==> config.mk <==
export PLATFORM = sky130hd
export DESIGN_NAME = id_pipe_stage
export DESIGN_NICKNAME = d
export VERILOG_FILES = /design/src/rtl/id_pipe_stage.sv
export SDC_FILE = /design/constraint.sdc
export NUM_CORES = 1
export LEC_CHECK = 0
export BUFFER_PORTS_ARGS = -buffer_cell sky130_fd_sc_hd__buf_4
export CAP_MARGIN = 20
export CORE_ASPECT_RATIO = 2
export CORE_MARGIN = 1
export CORE_UTILIZATION = 42
export CTS_BUF_LIST = sky130_fd_sc_hd__clkbuf_8
export CTS_CLUSTER_DIAMETER = 50
export CTS_CLUSTER_SIZE = 30
export DETAILED_ROUTE_END_ITERATION = 10
export GPL_ROUTABILITY_DRIVEN = 0
export PLACE_DENSITY = 0.73
export SYNTH_ARGS = -nofsm -noshare
export SYNTH_HDL_FRONTEND = slang
export SYNTH_SLANG_ARGS = --single-unit
export TNS_END_PERCENT = 50
==> constraint.sdc <==
create_clock -name clk -period 7.7 [get_ports clk]
set_input_delay 0.385 -clock clk [delete_from_list [all_inputs] [get_ports clk]]
set_output_delay 0.385 -clock clk [all_outputs]
set_load 0.01 [all_outputs]
==> src/rtl/id_pipe_stage.sv <==
// id_pipe_stage: IF->ID pipeline register with valid/ready handshake and one-entry skid buffer.
// Ports:
//   clk, rst              clock, synchronous active-high reset
//   flush                 drop every held packet and the packet presented this cycle
//   in_valid/in_ready     fetch-side handshake; in_ready is registered (= !skid valid)
//   in_pc/in_inst         fetch packet
//   out_valid/out_ready   decode-side handshake
//   out_pc/out_inst       decode packet, driven straight from the main register
// Optional: define ID_PIPE_STAGE_PERF_EN to add perf_stall_cnt/perf_bubble_cnt outputs.
module id_pipe_stage #(
    parameter int          PC_W       = 64,
    parameter int          INST_W     = 32,
    parameter logic [63:0] RESET_PC   = 64'h8000_0000,
    parameter logic [31:0] RESET_INST = 32'h0000_0013
) (
    input  logic              clk,
    input  logic              rst,
    input  logic              flush,
    input  logic              in_valid,
    output logic              in_ready,
    input  logic [PC_W-1:0]   in_pc,
    input  logic [INST_W-1:0] in_inst,
    output logic              out_valid,
    input  logic              out_ready,
    output logic [PC_W-1:0]   out_pc,
    output logic [INST_W-1:0] out_inst
`ifdef ID_PIPE_STAGE_PERF_EN
    ,
    output logic [31:0]       perf_stall_cnt,
    output logic [31:0]       perf_bubble_cnt
`endif
);
    // state bits are {skid_valid, main_valid}; 2'b10 cannot occur
    typedef enum logic [1:0] {EMPTY = 2'b00, BUSY = 2'b01, FULL = 2'b11} state_t;
    state_t              state_q, state_d;
    logic [PC_W-1:0]     main_pc_q, main_pc_d, skid_pc_q, skid_pc_d;
    logic [INST_W-1:0]   main_inst_q, main_inst_d, skid_inst_q, skid_inst_d;
    logic                in_fire, out_fire;
    assign in_ready  = !state_q[1];
    assign out_valid = state_q[0];
    assign out_pc    = main_pc_q;
    assign out_inst  = main_inst_q;
    assign in_fire   = in_valid & in_ready & !flush;
    assign out_fire  = out_valid & out_ready;
    always_comb begin
        state_d     = state_q;
        main_pc_d   = main_pc_q;
        main_inst_d = main_inst_q;
        skid_pc_d   = skid_pc_q;
        skid_inst_d = skid_inst_q;
        if (flush) begin
            state_d = EMPTY;
        end else begin
            case (state_q)
                EMPTY: if (in_fire) begin
                    main_pc_d   = in_pc;
                    main_inst_d = in_inst;
                    state_d     = BUSY;
                end
                BUSY: if (in_fire && out_fire) begin
                    main_pc_d   = in_pc;
                    main_inst_d = in_inst;
                end else if (in_fire) begin
                    skid_pc_d   = in_pc;
                    skid_inst_d = in_inst;
                    state_d     = FULL;
                end else if (out_fire) begin
                    state_d = EMPTY;
                end
                FULL: if (out_fire) begin
                    main_pc_d   = skid_pc_q;
                    main_inst_d = skid_inst_q;
                    state_d     = BUSY;
                end
                default: state_d = EMPTY;
            endcase
        end
    end
    always_ff @(posedge clk) begin
        if (rst) begin
            state_q     <= EMPTY;
            main_pc_q   <= PC_W'(RESET_PC);
            main_inst_q <= INST_W'(RESET_INST);
        end else begin
            state_q     <= state_d;
            main_pc_q   <= main_pc_d;
            main_inst_q <= main_inst_d;
        end
    end
    // skid contents are only meaningful while skid valid is set, so no reset
    always_ff @(posedge clk) begin
        skid_pc_q   <= skid_pc_d;
        skid_inst_q <= skid_inst_d;
    end
`ifdef ID_PIPE_STAGE_PERF_EN
    // counters survive flush and wrap naturally
    always_ff @(posedge clk) begin
        if (rst) begin
            perf_stall_cnt  <= '0;
            perf_bubble_cnt <= '0;
        end else begin
            perf_stall_cnt  <= perf_stall_cnt + 32'(out_valid & !out_ready);
            perf_bubble_cnt <= perf_bubble_cnt + 32'(!out_valid & out_ready);
        end
    end
`endif
endmodule

* Yosys cells after proc, flatten, opt, wreduce, memory -nomap -nowiden
Cells that the tools add are included.
** Word-level totals
- Logic and storage cells :: 40
- Input port bits :: 101
- Bits in registers :: 194
** Cells by class
- Eq/ne operators :: 7
- Multiplexer cells :: 14
- Reduce and logical (&&, ||, !) cells :: 9
- Bitwise operators :: 5
** Operators with widths (number)
- $mux 64 :: 3
- $pmux 64 s3 :: 1
- $mux 32 :: 3
- $pmux 32 s3 :: 1
- $mux 2 :: 5
- $ne 2x2->1 const B :: 4
- $reduce_and 4->1 :: 2
- $pmux 2 s3 :: 1
- $reduce_and 5->1 :: 1
- $and 1x1->1 :: 3
- $ne 3x3->1 const B :: 1
- $reduce_bool 3->1 :: 1
- $eq 2x1->1 const B :: 1
- $eq 2x2->1 const B :: 1
- $logic_not 1->1 :: 2
- $logic_not 2->1 :: 1
- $not 1->1 :: 2
- $reduce_or 2->1 :: 1
- $logic_and 1x1->1 :: 1

* Depth between registers and ports, before layout
- Depth after elaboration :: 6
- Depth in mapped cells :: 8
- Depth with buffers taken out :: 6

* Least setup slack after synthesis
No wires, ideal clock.
- Kind :: reg2reg
- From :: register state_q[0]
- To :: register skid_inst_q[0] (enable)
- Period minus slack after synthesis :: 6.110 ns
- Cell stages (with the launch flop) :: 4
- Required time :: 7.118 ns
- Slack :: 1.590 ns
- Arrival time :: 5.528 ns
- Buffers on the path :: 0
- Cell sequence :: dfxtp_1 > ha_1 > nand4bb_1 > a21oi_1
** Between the ends
- Word-level cells in the longest chain between the ends :: 4
- Elaborated cells on any way between the ends :: 5
- Those cells by class :: eq/ne (1); bitwise (2); reduce/logical (2)
** RTL lines
- start: declaration :: RTL line 35 : state_t state_q, state_d;
- start signal: assignment :: RTL line 85 : state_q <= state_d;
- $and 1x1->1 :: RTL line 44 : assign out_fire = out_valid & out_ready;
- $logic_and 1x1->1 :: RTL line 60 : BUSY: if (in_fire && out_fire) begin
- $not 1->1 (no line)
- $reduce_and 4->1 (no line) *
- end signal: assignment :: RTL line 93 : skid_inst_q <= skid_inst_d;
- end: declaration :: RTL line 37 : logic [INST_W-1:0] main_inst_q, main_inst_d, skid_inst_q, skid_inst_d;
Mark *: on every way between the ends. The rest lies on a longest branch, timed or not.
A chain may end at the register's enable or synchronous reset.

* Final worst setup path
- From :: register state_q[0]
- To :: register main_pc_q[30], in the netlist out_pc[30]
** Between the ends
- Word-level cells in the longest chain between the ends :: 4
- Elaborated cells on any way between the ends :: 11
- Those cells by class :: eq/ne (5); mux (1); bitwise (1); reduce/logical (4)
** RTL lines
- $and 1x1->1 :: RTL line 44
- $logic_and 1x1->1 :: RTL line 60
- $ne 2x2->1 (no line)
- $reduce_and 5->1 (no line)
- end signal: assignment :: RTL line 82 : main_pc_q <= PC_W'(RESET_PC);
- end signal: assignment :: RTL line 86 : main_pc_q <= main_pc_d;
- end: declaration :: RTL line 36 : logic [PC_W-1:0] main_pc_q, main_pc_d, skid_pc_q, skid_pc_d;
Several ways; a longest one is shown, not always the timed one.

==> impl_metrics.ini <==
[floorplanning]
die_area_um2 = 18600
die_w_um = 96.8
start_util_pct = 42.7
rows = 69
ios = 199
coreArea_um2 = 17700
die_h_um = 192

[synth]
syn_nets = 675
yosysUniqueCellTypes = 25
postSynthAreaPerCell_um2 = 13.3
yosys_register_bits = 194
synth-simple-area-share_pct = 1.16
yosysMostFrequentCell = dfxtp_1
synth_top_family_by_area = compound AO/OA/AOI/OAI gates
ys_seq_area_share_pct = 64.1
synthArstFlopShare_pct = 0
yosys.area.top_type = edfxtp_1
synthMuxAreaShare_pct = 12.7
synth-compound-area-share_pct = 17.2
synth_cells = 570
ys_top_cells_by_count = 98 x dfxtp_1, 96 x a211oi_1, 96 x edfxtp_1, 96 x mux2i_1, 95 x a21oi_1
ys.flop_type = dfxtp_1
synth_warnings = 0
synth_xor_area_share_pct = 0.116
synth.area.top_cells = edfxtp_1 38%, dfxtp_1 26%, mux2i_1 13%
synth_edf_count = 96
syn_area_um2 = 7550
synth_adder_area_share_pct = 0.662
synth_top_area_share_pct = 38.2

[pwr]
p_leak_uw = 0.00330
ir_drop_mv = 0.122
power_density_nw_per_um2 = 213

[timing]
max_freq_mhz = 255
slew_violations = 0
relSlewSlack_pct = 26.3
tightestPinTransition_ps = 1110
period_needed_ps = 3920
tns_ps = 0
setup_viol = 0
timing.final.crit_share_pct = 50.9
fin_ws_ps = 3780
fin_skew_ps = 13.3
finalHoldViolCount = 0
rsz0062_at_grt = no

[route]
avgViaCountPerCell = 5.58
m1WireLength_um = 7110
drt_iter0_drc = 215
wl_per_cell_um = 19.2
totalWireLength_um = 18500
wl_met2_um = 9900
firstDrtPassIters = 4
met3WireLength_um = 883
antenna_left = 0
top_layer_used = met4
drc_errors = 0
vias = 5380

[global_route]
grt_pass1_vias = 5572
grt_pass1_wl_um = 29100
antenna_found_initial = 0
grt_use_total_pct = 19.8
grt_max_degree = 102
gr-total-overflow = 0

[layout]
finish.instance_area_um2 = 9480
final_cells = 965
syn_to_final_growth_pct = 25.5
drive_gt1_share_pct = 31.8
diodes = 0
nNetsFinal = 844

[worst_setup_path]
cp-start-kind = flop
crit_fanout = 93
cp_slowest_cell = buf_4
crit_required_ps = 7990
crit_type = reg -> reg
endpoint_kind = flop
crit_arrival_ps = 4210
max_stage_delay_ps = 840
rrSetupSlack_ps = 3780
crit_chain = ha_4, a21boi_0, a2111oi_4, buf_4, and2_4, buf_12, a211oi_1

[clock_tree]
cts_tree = built
cts_sinks = 194
root_buffer = clkbuf_8
clkTransAtPathRegs_ps = 100
insertion_delay_ps = 450
htreeDepth = 4
cts_hold_buf = 0
cts_repair_resize_count = 0
post_cts_buffers = 0
clk_path_buf_depth = 2
numCtsBuffers = 17

[flow_run]
drv_cap = 0

[placement]
place.port_buffers = 198
post-dp-hpwl_um = 11900
pre_cts_ws_ps = 3700
placed_cell_area_um2 = 9090
place_inst = 932

[hold_path]
hold_path.class = in -> reg

[run_status]
status = finished, final reports clean
## placed cells by master, fill, tap and decap left out, types with 3 or more instances in the layout
cell type	n
a211oi_1	96
a21boi_0	4
a21oi_1	94
buf_4	203
clkbuf_8	19
clkinvlp_4	5
dfxtp_1	98
edfxtp_1	96
ha_1	3
inv_1	5
mux2i_1	96
nor2_1	5
nor2b_1	4
## through the flow
step | util (%) | hold WS (ps) | power [uW]
after floorplan | - | 484 | 1280
after global placement | 51.4 | 498 | 1400
after detailed placement | 51.4 | 508 | 1410
after CTS | 53.5 | 69.6 | 2040
after global routing | 53.6 | 65.3 | 2100
final | 53.6 | 106 | 2020
## power breakdown
part	switching (uW)	internal (uW)	leakage [uW]
registers	24.1	1120	0.00167
clock network	358	272	0.000183
logic	123	117	0.00145
## cell type report
class                           instances  area [um^2]
Timing Repair Buffer                  204         1540
Sequential cell                       194         4840
Multi-Input combinational cell        319         2440
Clock inverter                         13          111
Clock buffer                           19          262
Fill cell                            1499         8220
Inverter                                3         11.3
Tap cell                              213          267
## logic make-up (layout without fill, tap and decap cells)
logic type	after synthesis	count (layout)
AOI/OAI and AO/OA	203	203
DFF	194	194
muxes	96	96
buffers and inverters	57	239
and+or+nand+nor	15	15
adders and majority gates	4	4
xor gates and xnor gates	1	1
## final timing paths
kind	start	endpoint	cells after the start
worst max-delay path	state_q[0]$_SDFFE_PP0P_	out_pc[30]$_SDFFE_PP0P_	7
worst max register to register	state_q[0]$_SDFFE_PP0P_	out_pc[30]$_SDFFE_PP0P_	7
worst min register to register	out_inst[0]$_SDFFE_PP1P_	out_inst[0]$_SDFFE_PP1P_	2
worst min-delay path	in_inst[29]	skid_inst_q[29]$_DFFE_PP_	1
## state kept, by name, indices dropped and copies added, names as in the netlist
| signal | flops |
|---|---|
| skid_inst_q | 32 |
| state_q | 2 |
| out_inst | 32 |
| skid_pc_q | 64 |
| out_pc | 64 |
## worst max-delay path, delay by kind of cell (launching register included)
| kind | cells | cell delay, ps |
|---|---|---|
| flops | 1 | 460 |
| fa+ha+maj | 1 | 520 |
| buf+inv | 2 | 1150 |
| compound gates | 3 | 850 |
| simple gates | 1 | 680 |
## metal layers
layer,track usage (%),vias up
met3,4.73,40
met4,10.3,0
met5,0,-
li1,-,2535
met1,22.2,2633
met2,34.6,172
No activity file was read; power rests on OpenSTA's default activity.
